===== config.mk =====
export PLATFORM = sky130hd
export DESIGN_NAME = pipe_ctrl
export DESIGN_NICKNAME = d
export VERILOG_FILES = /design/src/rtl/y86_pkg.sv /design/src/rtl/pipe_hazard_detect.sv /design/src/rtl/pipe_ctrl.sv
export SDC_FILE = /design/constraint.sdc
export NUM_CORES = 1
export LEC_CHECK = 0
export BUFFER_PORTS_ARGS = -buffer_cell sky130_fd_sc_hd__buf_2
export CORE_MARGIN = 2
export CORE_UTILIZATION = 45
export DETAILED_ROUTE_END_ITERATION = 8
export PLACE_DENSITY = 0.82
export SETUP_SLACK_MARGIN = 0.02
export SYNTH_ARGS = -nofsm -noshare
export SYNTH_HDL_FRONTEND = slang
export SYNTH_SLANG_ARGS = --single-unit

===== constraint.sdc =====
create_clock -name clk -period 3.6 [get_ports clk]
set_clock_uncertainty 0.05 [all_clocks]
set_input_delay 0.18 -clock clk [delete_from_list [all_inputs] [get_ports clk]]
set_output_delay 0.18 -clock clk [all_outputs]
set_load 0.005 [all_outputs]

===== src/rtl/y86_pkg.sv =====
// y86_pkg: shared constants for the Y86-64 pipeline control slice.
//   - icode encodings, register "none" code, stage status codes
//   - ctrl_state: program-status state machine encoding used by pipe_ctrl
package y86_pkg;

    localparam logic [3:0] IHALT   = 4'h0;
    localparam logic [3:0] INOP    = 4'h1;
    localparam logic [3:0] IRRMOVQ = 4'h2;
    localparam logic [3:0] IIRMOVQ = 4'h3;
    localparam logic [3:0] IRMMOVQ = 4'h4;
    localparam logic [3:0] IMRMOVQ = 4'h5;
    localparam logic [3:0] IOPQ    = 4'h6;
    localparam logic [3:0] IJXX    = 4'h7;
    localparam logic [3:0] ICALL   = 4'h8;
    localparam logic [3:0] IRET    = 4'h9;
    localparam logic [3:0] IPUSHQ  = 4'hA;
    localparam logic [3:0] IPOPQ   = 4'hB;

    localparam logic [3:0] RNONE   = 4'hF;

    localparam logic [3:0] STAT_AOK = 4'h1;
    localparam logic [3:0] STAT_HLT = 4'h2;
    localparam logic [3:0] STAT_ADR = 4'h3;
    localparam logic [3:0] STAT_INS = 4'h4;

    typedef enum logic [1:0] {
        RUN    = 2'd0,
        DRAIN  = 2'd1,
        HALTED = 2'd2
    } ctrl_state;

endpackage


===== src/rtl/pipe_hazard_detect.sv =====
// pipe_hazard_detect: purely combinational hazard terms for pipe_ctrl.
// Ports:
//   D_icode, d_srcA, d_srcB  - instruction in D and its decode sources
//   E_icode, E_dstM, e_Cnd   - instruction in E, its load destination, branch result
//   m_stat, W_stat           - memory / write-back stage status
//   lu                       - load/use hazard
//   mp                       - jXX mispredicted (taken predicted, not taken)
//   rt                       - ret sitting in D
//   ex                       - exception status in M or W
module pipe_hazard_detect
    import y86_pkg::*;
(
    input  logic [3:0] D_icode,
    input  logic [3:0] d_srcA,
    input  logic [3:0] d_srcB,
    input  logic [3:0] E_icode,
    input  logic [3:0] E_dstM,
    input  logic       e_Cnd,
    input  logic [3:0] m_stat,
    input  logic [3:0] W_stat,
    output logic       lu,
    output logic       mp,
    output logic       rt,
    output logic       ex
);

    logic e_is_load;

    assign e_is_load = (E_icode == IMRMOVQ) || (E_icode == IPOPQ);
    // RNONE guard matters: a decode source of RNONE must never match a load with no destination.
    assign lu = e_is_load && (E_dstM != RNONE) && ((E_dstM == d_srcA) || (E_dstM == d_srcB));
    assign mp = (E_icode == IJXX) && !e_Cnd;
    assign rt = (D_icode == IRET);
    assign ex = (m_stat != STAT_AOK) || (W_stat != STAT_AOK);

endmodule


===== src/rtl/pipe_ctrl.sv =====
// pipe_ctrl: Y86-64 five-stage pipeline control unit.
// Generates stall/bubble controls (combinational, zero latency) from hazard
// terms plus registered state: ret bubble counter and a sticky program-status
// FSM (RUN -> DRAIN -> HALTED) that drains and then freezes the pipeline.
// Optional macro PIPE_CTRL_PERF_EN adds saturating counters cyc_cnt,
// stall_cnt, bubble_cnt (CNT_W bits each).
// Ports:
//   clk, rst                       - clock, async active-high reset
//   D_icode, d_srcA, d_srcB        - D-stage instruction and sources
//   E_icode, E_dstM, e_Cnd         - E-stage instruction, load dest, branch cond
//   m_stat, W_stat                 - M / W stage status
//   F_stall, D_stall, W_stall      - register holds
//   D_bubble, E_bubble, M_bubble   - nop injection
//   set_cc                         - condition-code write enable
//   halted, prog_stat              - sticky frozen flag and final status
//
// state  | meaning
// RUN    | normal operation, hazard controls active
// DRAIN  | fault seen in M, let older instructions reach W, admit nothing new
// HALTED | faulting instruction reached W, pipeline frozen until reset
module pipe_ctrl
    import y86_pkg::*;
#(
    parameter int RET_BUBBLES = 3,
    parameter int CNT_W       = 32
)(
    input  logic       clk,
    input  logic       rst,
    input  logic [3:0] D_icode,
    input  logic [3:0] d_srcA,
    input  logic [3:0] d_srcB,
    input  logic [3:0] E_icode,
    input  logic [3:0] E_dstM,
    input  logic       e_Cnd,
    input  logic [3:0] m_stat,
    input  logic [3:0] W_stat,
    output logic       F_stall,
    output logic       D_stall,
    output logic       D_bubble,
    output logic       E_bubble,
    output logic       M_bubble,
    output logic       W_stall,
    output logic       set_cc,
    output logic       halted,
    output logic [3:0] prog_stat
`ifdef PIPE_CTRL_PERF_EN
    ,
    output logic [CNT_W-1:0] cyc_cnt,
    output logic [CNT_W-1:0] stall_cnt,
    output logic [CNT_W-1:0] bubble_cnt
`endif
);

    localparam logic [2:0] RET_LOAD = 3'(RET_BUBBLES - 1);

    ctrl_state  state;
    logic [2:0] ret_cnt;
    logic       lu, mp, rt, ex;
    logic       ret_busy;

    pipe_hazard_detect u_hazard (
        .D_icode (D_icode),
        .d_srcA  (d_srcA),
        .d_srcB  (d_srcB),
        .E_icode (E_icode),
        .E_dstM  (E_dstM),
        .e_Cnd   (e_Cnd),
        .m_stat  (m_stat),
        .W_stat  (W_stat),
        .lu      (lu),
        .mp      (mp),
        .rt      (rt),
        .ex      (ex)
    );

    assign ret_busy = (ret_cnt != 3'd0);
    assign halted   = (state == HALTED);

    always_comb begin
        F_stall  = 1'b0;
        D_stall  = 1'b0;
        D_bubble = 1'b0;
        E_bubble = 1'b0;
        M_bubble = 1'b0;
        W_stall  = 1'b0;
        set_cc   = 1'b0;
        case (state)
            RUN: begin
                F_stall  = lu | rt | ret_busy;
                // mp wins over lu for D: the D instruction is on the wrong path anyway.
                D_stall  = lu & !mp;
                D_bubble = mp | (!lu & (rt | ret_busy));
                E_bubble = mp | lu;
                M_bubble = ex;
                W_stall  = (W_stat != STAT_AOK);
                set_cc   = (E_icode == IOPQ) & !ex;
            end
            DRAIN: begin
                F_stall  = 1'b1;
                D_bubble = 1'b1;
                E_bubble = 1'b1;
                M_bubble = 1'b1;
            end
            default: begin
                F_stall  = 1'b1;
                D_stall  = 1'b1;
                W_stall  = 1'b1;
            end
        endcase
    end

    always_ff @(posedge clk or posedge rst) begin
        if (rst) begin
            state     <= RUN;
            ret_cnt   <= 3'd0;
            prog_stat <= STAT_AOK;
        end else begin
            case (state)
                RUN: begin
                    if (W_stat != STAT_AOK) begin
                        state     <= HALTED;
                        prog_stat <= W_stat;
                    end else if (m_stat != STAT_AOK) begin
                        state   <= DRAIN;
                        ret_cnt <= 3'd0;
                    end else if (rt && !lu && !mp && !ret_busy) begin
                        ret_cnt <= RET_LOAD;
                    end else if (ret_busy) begin
                        ret_cnt <= ret_cnt - 3'd1;
                    end
                end
                DRAIN: begin
                    if (W_stat != STAT_AOK) begin
                        state     <= HALTED;
                        prog_stat <= W_stat;
                    end else if (ret_busy) begin
                        ret_cnt <= ret_cnt - 3'd1;
                    end
                end
                default: ;
            endcase
        end
    end

`ifdef PIPE_CTRL_PERF_EN
    always_ff @(posedge clk or posedge rst) begin
        if (rst) begin
            cyc_cnt    <= '0;
            stall_cnt  <= '0;
            bubble_cnt <= '0;
        end else begin
            if (!halted && (cyc_cnt != '1))
                cyc_cnt <= cyc_cnt + 1'b1;
            if (F_stall && !halted && (stall_cnt != '1))
                stall_cnt <= stall_cnt + 1'b1;
            if (E_bubble && (bubble_cnt != '1))
                bubble_cnt <= bubble_cnt + 1'b1;
        end
    end
`endif

endmodule


After elaboration in Yosys (flattened, before gate mapping) --
Cells that the tools add are included.
Word-level totals: input port bits 31, word-level logic and storage cells 66, output and inout bits 12, bits in registers 9
Operators by class: bitwise logic cells 8, equal/unequal tests 16, muxes and demuxes 17, reduce and logical (&&, ||, !) cells 21, add/subtract/negate cells 1
Operators by type and width (number):
- $mux W3 | 5
- $eq A4 B3 Y1 const B | 3
- $pmux W1 S2 | 5
- $eq A4 B4 Y1 | 2
- $eq A4 B4 Y1 const B | 2
- $ne A4 B1 Y1 const B | 2
- $logic_and A1 B1 Y1 | 6
- $mux W2 | 3
- $ne A2 B2 Y1 const B | 3
- $pmux W3 S2 | 1
- $reduce_and A3 Y1 | 2
- $logic_not A1 Y1 | 5
- $or A1 B1 Y1 | 5
- $ne A4 B4 Y1 const B | 1
- $pmux W2 S2 | 1
- $and A1 B1 Y1 | 3
- $logic_or A1 B1 Y1 | 3
- $ne A3 B3 Y1 const B | 1
- $reduce_bool A3 Y1 | 1
- $sub A3 B1 Y3 const B | 1
- $eq A2 B1 Y1 const B | 1
- $eq A2 B2 Y1 const B | 1
- $logic_not A2 Y1 | 1
- $mux W1 | 2
- other kinds (3) | 3

Logic depth before layout (Yosys ltp) --
Gate-level depths: netlist (run 1).
word-level depth 12, gate-level depth with buffers 6

By module --
From an unflattened synthesis (run 1), not the netlist that was laid out.
Unflattened totals: cell total of the unflattened synthesis 88, area, all modules 759.5 µm²
Modules (own cells, without submodules):
- pipe_ctrl | area an instance 598.1 µm², instances 1, sequential area each 226.5 µm², cells an instance 67
- pipe_hazard_detect | area an instance 161.4 µm², instances 1, sequential area each 0.0 µm², cells an instance 21

Least setup slack after synthesis (run 1) --
Ideal clock, no wire load.
path type register to output, start register ret_cnt[0], end output port F_stall, cell stages (with the launch flop) 6, setup slack 2.126 ns, buffers on the path 0, data arrival time 1.244 ns, path through dfrtp_1 -> inv_1 -> ha_1 -> and2b_1 -> nand2b_1 -> or4_1
On the way: word-level cells in the longest chain between the ends 3
RTL lines:
- start: declaration | RTL line pipe_ctrl.sv:57 | logic [2:0] ret_cnt;
- start signal: assignment | RTL line pipe_ctrl.sv:129 | ret_cnt <= ret_cnt - 3'd1;
- start signal: assignment | RTL line pipe_ctrl.sv:137 | ret_cnt <= ret_cnt - 3'd1;
- $reduce_bool A3 Y1 | RTL line pipe_ctrl.sv:76 | assign ret_busy = (ret_cnt != 3'd0);
- $or A1 B1 Y1 | RTL line pipe_ctrl.sv:89 | F_stall = lu | rt | ret_busy;
- $mux W1 | RTL line pipe_ctrl.sv:87 | case (state)
- end: declaration | RTL line pipe_ctrl.sv:37 | output logic F_stall,
No other way between the ends.

Final worst setup path (run 1) --
Same ends and word-level chain as after synthesis.

==> run_results.csv, run 1 <==
group,metric,value,unit
status,status,"completed",
floorplanning,io_pins,43,
drt,dr_wl_met3,123,um
pwr,power,232.0,uW
drt,dr.max_layer_used,"met4",
synth,yosysMostFrequentCell,"inv_1",
hold_path,min_to,"prog_stat[0]$_DFFE_PP1P_",
timing,hold_viol,0,
synth,async_flop_share,100.0,%
synth,syn_area,729.5,sq um
grt,grt_pass1_vias,800,
synth,yosysSeqAreaShare,31.05,%
cts,htreeDepth,1,
setup_path,ff2ff_path_depth,6,
timing,slew_headroom,53.28,%
timing,maxSlewViolCount,0,
setup_path,reg2reg_slack,2.02,ns
timing,hold_slack,0.1093,ns
grt,track_usage,22.43,%
synth,synth_top_area_cell,"dfrtp_1",
grt,grt_max_degree,17,
drt,wirelength,1.954,mm
synth,yosysWarnings,0,
placement,numPortBuffers,42,
final_layout,drive_gt1_share,38.64,%
synth,yosys-top-cells-count,"inv_1 (11), xnor2_1 (9), dfrtp_1 (8)",
cts,cts_root_buffer,"clkbuf_4",
cts,cts_buffers,3,
setup_path,worstSetupEndpointType,"primary output",
floorplanning,placementRows,14,
synth,synth.distinct_cells,36,
final_layout,syn_to_final_growth,36.02,%
floorplanning,dieWidth,44.26,um
drt,drt_first_pass_iters,6,
drt,vias_per_cell,5.547,
final_layout,antenna_cells,0,
setup_path,crit_path_max_fanout,5,
synth,synth_seq_cells,9,
hold_path,holdCritStartpoint,"W_stat[0]",
final_layout,stdcell_count,148,
grt,grt.overflow.total,0,
floorplanning,initial_core_util,48.42,%
floorplanning,die_h,44.26,um
synth,synthCells,86,
drt,wl_met2,1.051,mm
setup_path,start_kind,"register",
cts,cts_buffer_depth,2,
placement,gp_congestion,0.8116,
timing,rsz0062_at_grt,"false",
final_layout,fin_nets,166,
timing,tightest_slew,0.6911,ns
pwr,ir_drop,0.0001981,V
hold_path,whs_path_depth,3,
placement,placedCellCount,143,
synth,syn_avg_cell_area,8.482,sq um
cts,clk_latency,0.26,ns
floorplanning,core,1506,sq um
floorplanning,die-area,1959,sq um
cts,clk_pin_slew,0.06,ns
drt,wl_met1,760,um
cts,clkSinkCount,9,
timing,fin_ws,1.620,ns
drt,vias,821,
timing,fmax,505.2,MHz
synth,yosysTopAreaCellShare,27.44,%
grt,grt_pass1_wl,3.263,mm
pwr,p_per_area,233.8,nW/um^2
setup_path,timing.rr.end,"ret_cnt[0]$_DFFE_PP0P_",
drt,drc,0,
synth,synth.area.top_cells,"dfrtp_1 (27%), xnor2_1 (11%), inv_1 (5.7%)",
timing,finalCritPeriodShare,54.99,%
drt,drt_iter0_markers,18,
placement,pre_cts_slack,1.908,ns
timing,setup_viol,0,
synth,synth_ff_type,"dfrtp_1",
drt,drt.antenna.violating_nets,0,
setup_path,cp.arrival,1.75,ns
setup_path,critPathKind,"reg2out",
placement,hpwl,1.589,mm
cts,cts_tree,"built",
flow_run,max-cap-violations,0,
cts,cts_resized,0,
pwr,p_leak,0.0004962,uW
synth,syn_nets,119,
setup_path,critPathRequiredTime,3.37,ns
setup_path,reg2reg_from,"ret_cnt[0]$_DFFE_PP0P_",
timing,fin_crit,1.980,ns
grt,antenna_found_initial,0,
hold_path,min_path_type,"in2reg",
synth,synth_edf_count,0,
drt,drt-wirelength-per-cell,13.20,um
timing,final.setup.tns,0,ns
==> per-layer routing <==
| metal | track usage [%] | up-vias |
|---|---|---|
| met5 | 0 | - |
| met4 | 6.667 | 0 |
| met3 | 7.347 | 2 |
| met2 | 40.29 | 36 |
| met1 | 25.00 | 385 |
| li1 | - | 398 |
==> per-stage QoR <==
step / util, % / cell area, sq um
after floorplan: - / 729.5
after global placement: 63.46 / 955.9
after detailed placement: 63.46 / 955.9
after CTS: 65.86 / 992.2
after global routing: 65.86 / 992.2
final: 65.86 / 992.2
==> how the worst max path moves through the flow <==
stage | depth (start not counted) | endpoint | slack, ns | start
floorplan | 5 | F_stall | 2.13 | ret_cnt[0]$_DFFE_PP0P_
global route | 6 | F_stall | 1.53 | ret_cnt[0]$_DFFE_PP0P_
detailed placement | 6 | F_stall | 1.91 | ret_cnt[0]$_DFFE_PP0P_
finish | 6 | F_stall | 1.62 | ret_cnt[0]$_DFFE_PP0P_
CTS | 6 | F_stall | 1.62 | ret_cnt[0]$_DFFE_PP0P_
global placement | 6 | F_stall | 1.98 | ret_cnt[0]$_DFFE_PP0P_
==> report_power, final <==
| part | internal [uW] | switching, uW | leakage (uW) | total, uW |
|---|---|---|---|---|
| clock | 42.7 | 34.4 | 0.0000150 | 77.0 |
| sequential | 104 | 1.52 | 0.000105 | 106 |
| combinational | 26.1 | 23.1 | 0.000377 | 49.2 |
| total | 173 | 59.0 | 0.000496 | 232 |
==> state kept, by name, indices dropped and copies added (netlist names) <==
| register | count |
|---|---|
| ret_cnt | 3 |
| prog_stat | 4 |
| state | 2 |
==> cell families after synthesis <==
kind of cell	Yosys count	share of synthesized area, %
fa+ha+maj	2	3.430
xor+xnor	9	10.81
buf+inv	12	6.175
compound gates	23	19.73
simple gates	31	28.82
flops	9	31.05
==> critical path: stages (launching register included) <==
cell      delay (ns)
dfrtp_1         0.39
inv_1           0.09
ha_1            0.17
and2b_1         0.22
nand2b_1        0.09
or4_1           0.40
buf_2           0.14
==> final cells by class <==
cell class	count	area, sq um
fill	133	514.2
multi-input combinational	65	457.9
sequential	9	226.5
timing repair buffer	43	220.2
inverter	11	41.29
clock buffer	4	26.28
tap	16	20.02
==> cells in the final DEF, fill, tap and decap left out, types with 2 or more instances in the layout <==
cell and n:
nor2b_1 2, nand4_1 3, o21ai_0 7, a21oi_1 7
buf_2 42, ha_1 2, clkbuf_4 3, nor2_1 5
dfrtp_1 8, nand2b_1 2, inv_1 11, nand2_1 5
xnor2_1 9
==> repair_timing <==
action,in CTS,in global routing
endpoints found under the hold margin,8,0
setup buffers,0,0
hold buffers,1,0
(Power assumes the default switching activity.)
==> run 2: changes to the inputs <==
- ABC_AREA: unset -> 1
- CORE_UTILIZATION: 45 -> 39
- PLACE_DENSITY: 0.82 -> 0.74
- clock period: 3.6 -> 1.6 ns (I/O delays scaled with it)
==> run_results.csv, run 2 <==
group,metric,value,unit
final_layout,fin_area,1137,sq um
synth,synth_edf_count,0,
timing,finalCritPeriodShare,96.95,%
timing,tightest_slew,0.3899,ns
synth,synth_seq_cells,9,
grt,grt_pass1_vias,867,
timing,slew_headroom,73.98,%
floorplanning,dieWidth,49.14,um
final_layout,fin_util,58.57,%
drt,drt_iter0_markers,22,
cts,clk_latency,0.27,ns
grt,antenna_found_initial,0,
pwr,p_leak,0.0007135,uW
cts,clkSinkCount,9,
synth,synth.area.top_cells,"dfrtp_1 (25%), nand2_1 (22%), inv_1 (12%)",
final_layout,largest_reg_flops,4,
synth,yosysTopAreaCellShare,25.20,%
setup_path,worstSetupEndpointType,"primary output",
grt,grt_max_degree,10,
synth,syn_area,794.5,sq um
placement,post_dp_cell_area,1046,sq um
cts,clk_pin_slew,0.07,ns
drt,wirelength,2.140,mm
cts,htreeDepth,1,
drt,drt.antenna.violating_nets,0,
synth,yosysSeqAreaShare,28.50,%
final_layout,final_common_cell,"nand2_1",
cts,cts_root_buffer,"clkbuf_4",
timing,rsz0062_at_grt,"true",
synth,yosysWarnings,0,
drt,vias_per_cell,4.545,
floorplanning,initial_core_util,40.91,%
final_layout,fin_nets,218,
grt,track_usage,18.43,%
setup_path,cp.arrival,1.42,ns
setup_path,start_kind,"register",
final_layout,top_register,"prog_stat",
hold_path,min_path_type,"in2reg",
timing,maxSlewViolCount,0,
drt,drc,0,
final_layout,drive_gt1_share,34.78,%
timing,fin_crit,1.551,ns
timing,setup_viol,0,
cts,cts_buffers,3,
drt,drt-wirelength-per-cell,10.14,um
grt,grt.overflow.total,0,
setup_path,crit_path_max_fanout,5,
cts,cts_buffer_depth,2,
pwr,p_per_area,468.0,nW/um^2
timing,fin_ws,0.04873,ns
placement,hpwl,1.673,mm
cts,cts_tree,"built",
floorplanning,die_h,49.14,um
synth,syn_nets,167,
synth,syn_avg_cell_area,5.929,sq um
final_layout,reg.largest.list,"prog_stat: 4 flops, ret_cnt: 3 flops, state: 2 flops",
grt,grt_pass1_wl,3.456,mm
synth,synth.distinct_cells,20,
timing,hold_viol,0,
drt,drt_first_pass_iters,4,
synth,yosys-top-cells-count,"nand2_1 (46), inv_1 (26), nor2_1 (17)",
final_layout,antenna_cells,0,
placement,pre_cts_slack,0.1664,ns
drt,vias,959,
synth,synth_ff_type,"dfrtp_1",
synth,synth_top_area_cell,"dfrtp_1",
floorplanning,io_pins,43,
final_layout,layout_common_cells,"nand2_1 (45), buf_2 (42), inv_1 (24)",
flow_run,max-cap-violations,0,
final_layout,syn_to_final_growth,43.15,%
synth,synthCells,134,
setup_path,critPathRequiredTime,1.47,ns
setup_path,critPathKind,"reg2out",
pwr,ir_drop,0.0003152,V
placement,gp_congestion,0.8182,
status,status,"completed",
placement,numPortBuffers,42,
floorplanning,core,1942,sq um
floorplanning,die-area,2414,sq um
timing,hold_slack,0.05436,ns
synth,yosysMostFrequentCell,"nand2_1",
timing,fmax,644.6,MHz
floorplanning,placementRows,16,
synth,async_flop_share,100.0,%
## run 2: changes by cell type after synthesis, sizes merged, moves of 2 or more
cell,change
nor2b,-2
nand3,+3
nor3,+4
nand2b,-2
a21oi,-3
nor2,+12
xnor2,-9
o21ai,-2
inv,+18
nand2,+45
## run 2: path summary, 6_finish.rpt
check / from / to / slack (ns) / cells after the start
worst min register to register: prog_stat[0]$_DFFE_PP1P_ / prog_stat[0]$_DFFE_PP1P_ / 0.42 / 2
worst min-delay path: W_stat[3] / prog_stat[3]$_DFFE_PP0P_ / 0.05 / 3
worst max-delay path: ret_cnt[0]$_DFFE_PP0P_ / F_stall / 0.05 / 6
worst max register to register: ret_cnt[0]$_DFFE_PP0P_ / ret_cnt[0]$_DFFE_PP0P_ / 0.21 / 7
max in group asynchronous: rst / prog_stat[0]$_DFFE_PP1P_ / 0.90 / 3
min in group asynchronous: rst / ret_cnt[1]$_DFFE_PP0P_ / 0.27 / 3
## run 2: per-stage QoR
step | TNS (ns) | std cells | total power (uW)
2_1_floorplan | 0 | 134 | 285.8
3_3_place_gp | 0 | 204 | 339.5
3_5_place_dp | 0 | 204 | 344.2
4_1_cts | 0 | 211 | 534.6
5_1_grt | -0.0008517 | 211 | 566.8
6_report | 0 | 211 | 532.3
## run 2: timing repair
action	in CTS	in global routing
setup buffers	1	0
endpoints found under the hold margin	9	0
hold buffers	2	0
gates resized for setup	4	5
setup endpoints to repair	2	3
pin swaps	1	1
## run 2: worst max-delay path, cell delays in order (launching register included)
cell and delay (ns):
dfrtp_1 0.39, inv_2 0.11, ha_4 0.17, nand2_4 0.08, a31oi_4 0.15, nand4_1 0.12, buf_2 0.14
## run 2: cell families (layout without fill, tap and decap cells)
| kind of cell | Yosys count | in the layout | synth area share [%] |
|---|---|---|---|
| compound gates | 11 | 11 | 8.033 |
| simple gates | 81 | 81 | 44.88 |
| fa+ha+maj | 2 | 2 | 3.149 |
| buf+inv | 30 | 80 | 14.33 |
| xor+xnor | 1 | 1 | 1.103 |
| flops | 9 | 9 | 28.50 |
## run 2: per-layer routing
layer	wire, um	part of all wire [%]	track usage [%]
met1	910	43	21.39
met2	1029	48	31.08
met3	129	6.0	4.294
met4	70	3.3	10.00
met5	0	0	0
## run 2: cell type report
type / instances / area, sq um
clock buffer: 4 / 26.28
fill: 194 / 804.5
inverter: 30 / 116.4
multi-input combinational: 95 / 489.2
sequential: 9 / 226.5
tap: 27 / 33.78
timing repair buffer: 46 / 245.2
## run 2: power breakdown
group	internal (uW)	switching (uW)	total, uW
sequential	231	1.80	233
clock	96.3	90.2	186
combinational	52.6	60.0	113
total	380	152	532
